[src/rtl/sipo_pkg.sv]
// rtl/sipo_pkg.sv - shared types and helpers for the SIPO frame capture stage
package sipo_pkg;

  typedef enum logic {IDLE, SHIFT} sipo_state_t;

  function automatic int cnt_w(input int width);
    return $clog2(width + 1);
  endfunction

endpackage

[src/rtl/sipo_out_buf.sv]
// rtl/sipo_out_buf.sv - one-entry valid/ready output register for captured words
module sipo_out_buf
  import sipo_pkg::*;
#(
  parameter int WIDTH = 4
) (
  input  logic             clk,
  input  logic             rst,
  input  logic             push,
  input  logic [WIDTH-1:0] push_data,
  input  logic             pop_ready,
  output logic [WIDTH-1:0] data,
  output logic             valid,
  output logic             dropped
);

  logic [WIDTH-1:0] data_q, data_d;
  logic             valid_q, valid_d;

  always_comb begin
    data_d  = data_q;
    valid_d = valid_q;
    dropped = 1'b0;
    if (push) begin
      // A pop on the completion edge frees the slot for the new word.
      if (!valid_q || pop_ready) begin
        data_d  = push_data;
        valid_d = 1'b1;
      end else begin
        dropped = 1'b1;
      end
    end else if (valid_q && pop_ready) begin
      valid_d = 1'b0;
    end
  end

  always_ff @(posedge clk or negedge rst) begin
    if (!rst) begin
      data_q  <= '0;
      valid_q <= 1'b0;
    end else begin
      data_q  <= data_d;
      valid_q <= valid_d;
    end
  end

  assign data  = data_q;
  assign valid = valid_q;

endmodule

[src/rtl/sipo_frame_capture.sv]
// rtl/sipo_frame_capture.sv - serial-in/parallel-out word capture with frame and overrun flags
module sipo_frame_capture
  import sipo_pkg::*;
#(
  parameter int WIDTH     = 4,
  parameter bit MSB_FIRST = 1'b1
) (
  input  logic             clk,
  input  logic             rst,
  input  logic             din,
  input  logic             din_valid,
  input  logic             frame,
  output logic [WIDTH-1:0] pout,
  output logic             pout_valid,
  input  logic             pout_ready,
  output logic             busy,
  output logic             overrun,
  output logic             frame_err,
  input  logic             err_clr
);

  localparam int             CW   = cnt_w(WIDTH);
  localparam logic [CW-1:0]  LAST = CW'(WIDTH - 1);

  sipo_state_t      state_q, state_d;
  logic [WIDTH-1:0] sr_q, sr_d;
  logic [CW-1:0]    cnt_q, cnt_d;
  logic             overrun_q, overrun_d;
  logic             frame_err_q, frame_err_d;
  logic             push, ferr_set, dropped;

  function automatic logic [WIDTH-1:0] shift_in(input logic [WIDTH-1:0] sr, input logic b);
    if (MSB_FIRST) return {sr[WIDTH-2:0], b};
    else           return {b, sr[WIDTH-1:1]};
  endfunction

  always_comb begin
    state_d  = state_q;
    sr_d     = sr_q;
    cnt_d    = cnt_q;
    push     = 1'b0;
    ferr_set = 1'b0;
    if (din_valid) begin
      case (state_q)
        IDLE: if (frame) begin
          sr_d    = shift_in('0, din);
          cnt_d   = CW'(1);
          state_d = SHIFT;
        end
        SHIFT: if (frame) begin
          // A new frame mid-word aborts the partial and restarts on this bit.
          ferr_set = 1'b1;
          sr_d     = shift_in('0, din);
          cnt_d    = CW'(1);
        end else begin
          sr_d = shift_in(sr_q, din);
          if (cnt_q == LAST) begin
            cnt_d   = '0;
            state_d = IDLE;
            push    = 1'b1;
          end else begin
            cnt_d = cnt_q + CW'(1);
          end
        end
        default: state_d = IDLE;
      endcase
    end
    overrun_d   = err_clr ? 1'b0 : (overrun_q | dropped);
    frame_err_d = err_clr ? 1'b0 : (frame_err_q | ferr_set);
  end

  always_ff @(posedge clk or negedge rst) begin
    if (!rst) begin
      state_q     <= IDLE;
      sr_q        <= '0;
      cnt_q       <= '0;
      overrun_q   <= 1'b0;
      frame_err_q <= 1'b0;
    end else begin
      state_q     <= state_d;
      sr_q        <= sr_d;
      cnt_q       <= cnt_d;
      overrun_q   <= overrun_d;
      frame_err_q <= frame_err_d;
    end
  end

  sipo_out_buf #(.WIDTH(WIDTH)) u_out_buf (
    .clk       (clk),
    .rst       (rst),
    .push      (push),
    .push_data (sr_d),
    .pop_ready (pout_ready),
    .data      (pout),
    .valid     (pout_valid),
    .dropped   (dropped)
  );

  assign busy      = (state_q == SHIFT);
  assign overrun   = overrun_q;
  assign frame_err = frame_err_q;

endmodule

[config.mk]
export PLATFORM = sky130hd
export DESIGN_NAME = sipo_frame_capture
export DESIGN_NICKNAME = d
export VERILOG_FILES = /design/src/rtl/sipo_pkg.sv /design/src/rtl/sipo_out_buf.sv /design/src/rtl/sipo_frame_capture.sv
export SDC_FILE = /design/constraint.sdc
export NUM_CORES = 1
export LEC_CHECK = 0
export CAP_MARGIN = 20
export CORE_MARGIN = 4
export CORE_UTILIZATION = 35
export DETAILED_ROUTE_END_ITERATION = 16
export SYNTH_ARGS = -nofsm -noshare
export SYNTH_HDL_FRONTEND = slang
export SYNTH_SLANG_ARGS = --single-unit
[constraint.sdc]
create_clock -name clk -period 2.6 [get_ports clk]
set_input_delay 0.52 -clock clk [delete_from_list [all_inputs] [get_ports clk]]
set_output_delay 0.52 -clock clk [all_outputs]
set_load 0.1 [all_outputs]
# [Word-level counts from Yosys, hierarchy flattened]
# Index checks and enable logic that the tools add are counted.
[totals] inputBits=7 register_bits=15 output_inout_bits=8 word_cells=46
[classes] muxes=25 n_bitwise=3 n_addsub=1 eq_ne=3 n_reduce_logical=7
[ops] op="two-way mux 1 bit" n=16
[ops] op="two-way mux 4 bit" n=3
[ops] op="two-way mux 3 bit" n=3
[ops] op="one-hot mux 4 bit (2 select lines)" n=1
[ops] op="one-hot mux 3 bit (2 select lines)" n=1
[ops] op="AND reduction 2 bit" n=3
[ops] op="adder 3 x 1 -> 3 bit, second input constant" n=1
[ops] op="== test 3 x 2 -> 1 bit, second input constant" n=1
[ops] op="!= test 2 x 1 -> 1 bit, second input constant" n=1
[ops] op="!= test 2 bit, second input constant" n=1
[ops] op="OR 1 bit" n=2
[ops] op="one-hot mux 1 bit (2 select lines)" n=1
[ops] op="nonzero test 2 bit" n=1
[ops] op="logical AND 1 bit" n=1
[ops] op="logical NOT 1 bit" n=1
[ops] op="logical OR 1 bit" n=1
[ops] op="inverter 1 bit" n=1

# [Longest topological paths before layout]
[logic_depth] word_depth=8 mapped_depth=5 ltp_nobuf=4

# [Hierarchy]
# A second synthesis with hierarchy kept.
[unflattened] cells_unflattened=60 hier_area_um2=689.4
[by_module_without_submodules] mod="sipo_frame_capture" cells_each=46 area_each_um2=467.9 seq_area_each_um2=250.2 instances=1
[by_module_without_submodules] mod="sipo_out_buf" cells_each=14 area_each_um2=221.5 seq_area_each_um2=125.1 instances=1

# [Least setup slack after synthesis]
# OpenSTA, ideal clock, no wires.
[synth_path] path_kind="flip-flop to flip-flop" start="reg state_q, in the netlist busy" end="reg u_out_buf.data_q[0], in the netlist u_out_buf.data[0]" required_ns=2.474 synth_period_minus_slack_ns=2.048 setup_time_ns=0.126 n_path_buf=2 path_stages_with_launch=6 path_slack_ns=0.552 arrival_ns=1.921 path_cell_list="dfrtp_1 -> and2_1 -> buf_6 -> and3b_1 -> buf_6 -> mux2_4"
[synth_via] elab_chain_cells=3 elab_cells_between_ends=6 classes_between="4 x mux; 1 x bitwise; 1 x reduce/logical"
[synth_rtl] item="from (decl)" line="sipo_frame_capture.sv:25" source="sipo_state_t state_q, state_d;"
[synth_rtl] item="from (signal assigned)" line="sipo_frame_capture.sv:80" source="state_q <= state_d;"
[synth_rtl] item="inverter 1 bit or two-way mux 1 bit (tied branches)"
[synth_rtl] item="one-hot mux 4 bit (2 select lines) or two-way mux 1 bit (tied branches)" line="sipo_frame_capture.sv:44, sipo_frame_capture.sv:43"
[synth_rtl] item="two-way mux 4 bit or AND reduction 2 bit (tied branches)"
[synth_rtl] item="to (signal assigned)" line="sipo_out_buf.sv:42" source="data_q <= data_d;"
[synth_rtl] item="to (decl)" line="sipo_out_buf.sv:17" source="logic [WIDTH-1:0] data_q, data_d;"
# Several ways; a longest one is shown, not always the timed one.
# A chain may end at the register's enable or synchronous reset.

# [Worst setup path in the final report]
[layout_path] start="in din_valid" end="reg u_out_buf.data_q[0], in the netlist u_out_buf.data[0]"
[layout_via] elab_chain_cells=2 elab_cells_between_ends=3 classes_between="2 x mux; 1 x reduce/logical"
[layout_rtl] item="from (decl)" line="sipo_frame_capture.sv:11" source="input logic din_valid,"
[layout_rtl] item="two-way mux 1 bit" line="sipo_frame_capture.sv:43" source="if (din_valid) begin"
[layout_rtl] item="AND reduction 2 bit (no source line)"
# Several ways; a longest one is shown, not always the timed one.

==> results.txt <==
Clk root buf - clkbuf_4
Post-synth EDFFs - 0
Pwr dens - 1100 mW/mm^2
Worst vdd ir - 0.639 mV
First DRT Iteration DRCs - 6
Multi-input gate area - 258 sq um
Slew @ Worst Pin - 647 ps
Crit path to - u_out_buf.data[0]
Final setup vio count - 0
Max transition margin - 0.568
Top FF cell, synth - dfrtp_1
CTS max path bufs - 2
Critical Path RT - 2770 ps
Synthesized net count - 65
Crit path kind - in -> reg
Synth cell types - 25
TritonCTS Sinks - 15
Synthesis Warnings - 0
Height of the chip - 52.2 um
Final slew viol count - 0
All-layer global routing usage - 0.110
Crit path launch type - primary input
Area added between synthesis and finish - 22.0%
Worst clock skew - 8.15 ps
NumNets Final - 81
Placed cell areas - 807 sq um
Diode count - 0
Vias per std cell - 4.99
FILL cells - 170
Post-CTS sizing - 0
Row count - 15
Post-CTS Setup Bufs - 0
Ys async rst share - 1.00
GP Congestion - 0.764
Mapped cell area - 683 sq um
Leak pwr - 0.000409 uW
Critical path arrival - 2050 ps
Share of layout cells above drive strength 1 - 0.222
GRT overflow - 0
Buffers on Ports - 14
Min Tclk post-route - 1880 ps
Mapped Cells - 57
Worst hold path class - reg -> reg
CTS tree - yes
Reg2reg end - u_out_buf.data[0]
Max FO, Critical Path - 7
Finished Cell Area - 833 sq um
Max-cap viol count - 0
Crit. End Element - flip-flop
Worst Setup SP - din_valid
Most frequent cells in the layout - dfrtp_1, buf_4, inv_1, clkdlybuf4s50_1, o21ai_0
Core ar. - 0.00178 sq mm
Worst skew pair latency - 290 ps
DRC - 0
Drt pass-1 iters - 4
Seq. cell area - 375 sq um
FF-to-FF setup slack - 980 ps
Die X-Extent - 52.2 um
Io pins - 15
Post-route ant nets - 0
R2R Path Start - busy
Routed WL per cell - 13.4 um
Die area - 0.00272 sq mm
RSZ-0062 raised after global routing - false
Seq/Total Area, Yosys - 0.549
Clock slew at reported path FFs - 90 ps
Hold Vio Cnt, Final - 0
Via count of the first global-routing pass - 497
Total wire length - 1300 um
CTS Buf Count - 3
Outcome - finished clean
Via count - 484
Initial antenna violation count - 0
First-pass GRT wire length - 2110 um
Yosys reg bits - 15
FF-to-FF path depth - 3
DP Wirelength - 973 um
Clock H-tree levels - 1
Post-layout util - 0.467
Period Utilization, post-route - 0.721
Cts hold-fix bufs - 0
Max Clk Rate - 0.533 GHz
Starting Density - 0.383
Setup TNS - 0 ps
Largest net degree at the start of global routing - 16
Most common cell after layout, fill and taps aside - dfrtp_1
Mean cell area of the mapped netlist - 12.0 sq um
## critical path: stages
cell and delay, ps:
clkdlybuf4s50_1 560, and2_1 300, and3b_1 340, mux2_4 320
## final cells by class
class,count,share of cell area
multi-input combinational,33,0.309
sequential,15,0.450
inverter,6,0.0270
clock buffer,4,0.0315
tap,25,0.0375
timing repair buffer,14,0.144
## per-stage QoR
step                      std cells  hold WS [ps]  power, uW  setup slack (ps)
after global routing             97           530        969               644
after floorplan                  57           224        698               552
after global placement           93           465        788               407
after CTS                        97           491        926               734
final                            97           489        920               725
after detailed placement         93           470        791               434
## worst min path at each step
stage             from      end  slack [ps]  depth (start not counted)
6_report       sr_q[3]  sr_q[3]         490                          1
5_1_grt        sr_q[3]  sr_q[3]         530                          1
4_1_cts        sr_q[3]  sr_q[3]         490                          1
3_5_place_dp   sr_q[3]  sr_q[3]         470                          1
3_3_place_gp   sr_q[3]  sr_q[3]         470                          1
2_1_floorplan      rst     busy         220                          0
## kinds of logic (layout without fill, tap and decap cells)
family,after synthesis,after routing,synth area share
AND/OR/NAND/NOR,10,10,0.101
buffers and inverters,9,24,0.0732
adder cells (fa/ha/maj),1,1,0.0183
multiplexers,5,5,0.0971
flip-flops,15,15,0.549
AO/OA/AOI/OAI,17,17,0.161
## registers in the layout, indices dropped and copies added, names as in the netlist
| register | cells |
|---|---|
| sr_q | 4 |
| u_out_buf.data | 4 |
| busy | 1 |
| overrun | 1 |
| u_out_buf.valid | 1 |
| frame_err | 1 |
| cnt_q | 3 |
## cells in the mapped netlist, types with 2 or more instances
| master | number | area share |
|---|---|---|
| inv_1 | 6 | 0.033 |
| mux2_4 | 3 | 0.066 |
| a31oi_1 | 3 | 0.027 |
| dfrtp_1 | 15 | 0.55 |
| o21ai_0 | 4 | 0.029 |
| nand2b_1 | 2 | 0.018 |
| buf_6 | 2 | 0.033 |
| a21oi_1 | 3 | 0.022 |
| nor2_1 | 2 | 0.011 |
| a21o_1 | 2 | 0.022 |
## routing by layer
layer  global-route usage  vias up  routed length (um)
met4               0.0383        0                  12
met2                0.165       12                 598
met1                0.137      242                 612
met3               0.0513        2                  71
li1                     -      228                   -
met5                    0        -                   0
## power by group
part | switching (uW) | total (uW) | internal [uW]
Combinational | 331 | 449 | 118
Clock | 75.0 | 135 | 59.6
Sequential | 45.7 | 336 | 290
Note: power is estimated with default switching activity, not from simulation.
==> edit 1 (same settings) <==
Put one more register stage on the output `frame_err`, without a reset. The value now appears one clock later. The other outputs are not delayed to match.
--- a/src/rtl/sipo_frame_capture.sv
+++ b/src/rtl/sipo_frame_capture.sv
@@ -98,7 +98,9 @@
 
   assign busy      = (state_q == SHIFT);
   assign overrun   = overrun_q;
-  assign frame_err = frame_err_q;
+  always_ff @(posedge clk) begin
+    frame_err <= frame_err_q;
+  end
 
 endmodule
 
Function: changed (Yosys sat finds a counterexample within 4 cycles, from zero or initial values and one cycle with rst low).
==> edit 1 against the original RTL <==
- first-iteration DRC count grew 100%
- power grew 5.0%
- sequential power grew 4%
- sequential cell count grew 1
- critical endpoint is now u_out_buf.data[3]
- hold slack lost 0.11 ns
- cell area grew 3.6%
- wire length shrank 1.4%
- area after synthesis grew 2.9%
- worst setup slack lost 0.034 ns
==> edit 1: results (changes against the original RTL) <==
vdd_ir_drop_max_mv: 0.6812  # was 0.6395 mV
wl_per_cell_um: 13.03  # was 13.35 um
viasPerCell: 4.939  # was 4.990
clock_latency_ns: 0.29  # about the same
syn_nets: 66  # was 65
arrival_ns: 2.08  # was 2.05 ns
drive_above_1_share_pct: 23.29  # was 22.22%
synthTopCellsByArea: "dfrtp_1, mux2_4, buf_6"  # unchanged
slew_headroom_pct: 56.08  # was 56.76%
placedInstanceArea_um2: 827.0  # was 807.0 um2
internal_power_mw: 0.5112  # was 0.4678 mW
finClkSkew_ns: 0.008970  # was 0.008146 ns
async_reset_ff_share_pct: 93.75  # was 100.0%
grt_pass1_wl_um: 2159  # was 2111 um
outcome: "finished clean"  # unchanged
port_buffers: 14  # unchanged
dp_slack_ns: 0.3878  # was 0.4340 ns
first_iter_violations: 12  # was 6
whs_path_depth: 0  # was 1
synth_seq_area_share_pct: 56.23  # was 54.95%
r2r_cells: 4  # was 3
nets: 82  # was 81
syn_to_final_growth_pct: 22.78  # was 21.98%
routed_wl_um: 1277  # was 1295 um
power.leakage_nw: 0.4228  # was 0.4086 nW
grtUsageTotal_pct: 10.94  # was 10.95%
hpwl_um: 933.2  # was 973 um
place_inst: 94  # was 93
ys_types: 26  # was 25
grt_pass1_vias: 476  # was 497
==> edit 1: cell type report <==
class	count	area share [%]
timing repair buffer	14	13.91
inverter	6	2.609
tap	25	3.623
multi-input combinational	33	29.86
sequential	16	45.80
clock buffer	4	4.203
==> edit 1: worst reg2reg max path: cells and delay by family, from the launching register on <==
| family | cells | cell delay [ns] |
|---|---|---|
| AND/OR/NAND/NOR | 2 | 0.60 |
| adder cells (fa/ha/maj) | 1 | 0.20 |
| multiplexers | 1 | 0.33 |
| flip-flops | 1 | 0.39 |
==> edit 1: power by group through the flow <==
stage / clock network [mW] / registers, mW / logic (mW)
floorplan: 0 / 0.594 / 0.122
global placement: 0 / 0.356 / 0.449
CTS: 0.170 / 0.353 / 0.452
detailed placement: 0 / 0.358 / 0.450
global route: 0.183 / 0.362 / 0.473
finish: 0.165 / 0.351 / 0.449
==> edit 1: kinds of logic (layout without fill, tap and decap cells) <==
group           after synthesis  count (layout)  synth area share (%)
compound gates               17              17                 15.66
flops                        16              16                 56.23
mux                           5               5                 9.430
simple gates                 10              10                 9.787
fa+ha+maj                     1               1                 1.779
buf+inv                       9              24                 7.116
==> edit 1: final timing paths <==
path | start | endpoint | slack, ns
setup / recovery | din_valid | u_out_buf.data[3] | 0.69
hold / removal | frame_err_q | frame_err | 0.38
setup reg to reg | cnt_q[1] | u_out_buf.data[3] | 0.97
hold reg to reg | frame_err_q | frame_err | 0.38
max in group asynchronous | rst | u_out_buf.data[0] | 1.55
min in group asynchronous | rst | cnt_q[1] | 0.62
==> edit 1: routing by layer <==
metal / routed length (um) / vias up / GRT usage, %
li1: - / 235 / -
met1: 623 / 232 / 13.86
met2: 538 / 15 / 16.53
met3: 105 / 2 / 5.413
met4: 9 / 0 / 2.553
met5: 0 / - / 0
==> edit 2 (same flow settings) <==
Made on the original files. `WIDTH` is set to 4 in 2 places; all go to 6.
--- a/src/rtl/sipo_out_buf.sv
+++ b/src/rtl/sipo_out_buf.sv
@@ -2,7 +2,7 @@
 module sipo_out_buf
   import sipo_pkg::*;
 #(
-  parameter int WIDTH = 4
+  parameter int WIDTH = 6
 ) (
   input  logic             clk,
   input  logic             rst,
--- a/src/rtl/sipo_frame_capture.sv
+++ b/src/rtl/sipo_frame_capture.sv
@@ -2,7 +2,7 @@
 module sipo_frame_capture
   import sipo_pkg::*;
 #(
-  parameter int WIDTH     = 4,
+  parameter int WIDTH     = 6,
   parameter bit MSB_FIRST = 1'b1
 ) (
   input  logic             clk,
Ports: changed (resized pout); port bits go from 15 to 17. The function was not compared with the original's and may differ.
==> edit 2 against the original RTL <==
- combinational power increased by 4%
- area after synthesis is 31% higher
- worst setup slack worse by 0.13 ns
- power up 11%
- sequential cell count is 4 higher
- cell count is 20% higher
- cell area rose by 28%
- wire length increased by 24%
- synthesized cell count grew 19%
- clock skew down 0.00075 ns
==> edit 2: results (changes against the original RTL) <==
sw_frac_of_total_pct: 44.62  # was 49.13%
placedInstanceArea_um2: 1042  # was 807.0 um2
dp_slack_ns: 0.2958  # was 0.4340 ns
syn_nets: 75  # was 65
synthTopCellsByArea: "dfrtp_1, mux2_4, and2b_1"  # was dfrtp_1, mux2_4, buf_6
powerDensity_nw_per_um2: 958.2  # was 1104 nW/um2
whs_path_depth: 2  # was 1
grt_pass1_vias: 556  # was 497
yosys.area_share.adder_pct: 0  # was 1.832%
drive_above_1_share_pct: 31.40  # was 22.22%
seq_power_share_pct: 40.6  # was 36.5%
num-fill-cells: 231  # was 170
met3_usage_pct: 4.167  # was 5.128%
arrival_ns: 2.18  # was 2.05 ns
finClkSkew_ns: 0.007401  # was 0.008146 ns
use_met1_pct: 14.72  # was 13.67%
power.leakage_nw: 0.5426  # was 0.4086 nW
worst-path-max-fanout: 10  # was 7
outcome: "finished clean"  # unchanged
grt_max_degree: 20  # was 16
dr_wl_met3_um: 91  # was 71 um
vdd_ir_drop_max_mv: 0.4947  # was 0.6395 mV
gr-usage-met2_pct: 15.15  # was 16.53%
tightest_slew_ns: 0.3737  # was 0.6466 ns
first_iter_violations: 7  # was 6
fin_crit_ns: 2.005  # was 1.875 ns
worstHoldStart: "overrun"  # was sr_q[3]
crit_path_start: "frame"  # was din_valid
synthMuxAreaShare_pct: 12.89  # was 9.707%
hpwl_um: 1195  # was 973 um
synth_compound_area_share_pct: 13.73  # was 16.12%
place.gp.congestion: 0.7672  # was 0.7635
viasPerCell: 4.914  # was 4.990
grt_pass1_wl_um: 2725  # was 2111 um
synth_seq_area_share_pct: 53.22  # was 54.95%
nets: 94  # was 81
wl_per_cell_um: 13.79  # was 13.35 um
synthTopCellsByCount: "dfrtp_1, mux2_4, and2b_1"  # was dfrtp_1, inv_1, o21ai_0
edit 2: cell types whose count changed after synthesis, sizes merged, moves of 3 or more:
cell and delta:
a21oi -3, o21ai -3, dfrtp +4, mux2 +3, a221o +3, and2b +5, inv -4
edit 2: worst min-delay path: stages (launching register included):
cell,delay [ns]
dfrtp_1,0.36
a31oi_1,0.05
nor2_1,0.08
edit 2: logic make-up after synthesis:
family / after synthesis
AND/OR/NAND/NOR: 20
AO/OA/AOI/OAI: 15
buffers and inverters: 6
flip-flops: 19
multiplexers: 8
edit 2: metrics by stage:
stage                     util, %  std cells
after floorplan                 -         68
after global placement      42.46        112
after detailed placement    42.46        112
after CTS                   43.53        116
after global routing        43.53        116
final                       43.53        116
edit 2: layout make-up:
class	instances	share of cell area, %
flip-flops and latches	19	44.50
multi-input cells	43	34.78
repair buffers	18	14.05
well taps	30	3.513
clock buffers	4	2.459
inverters	2	0.7026
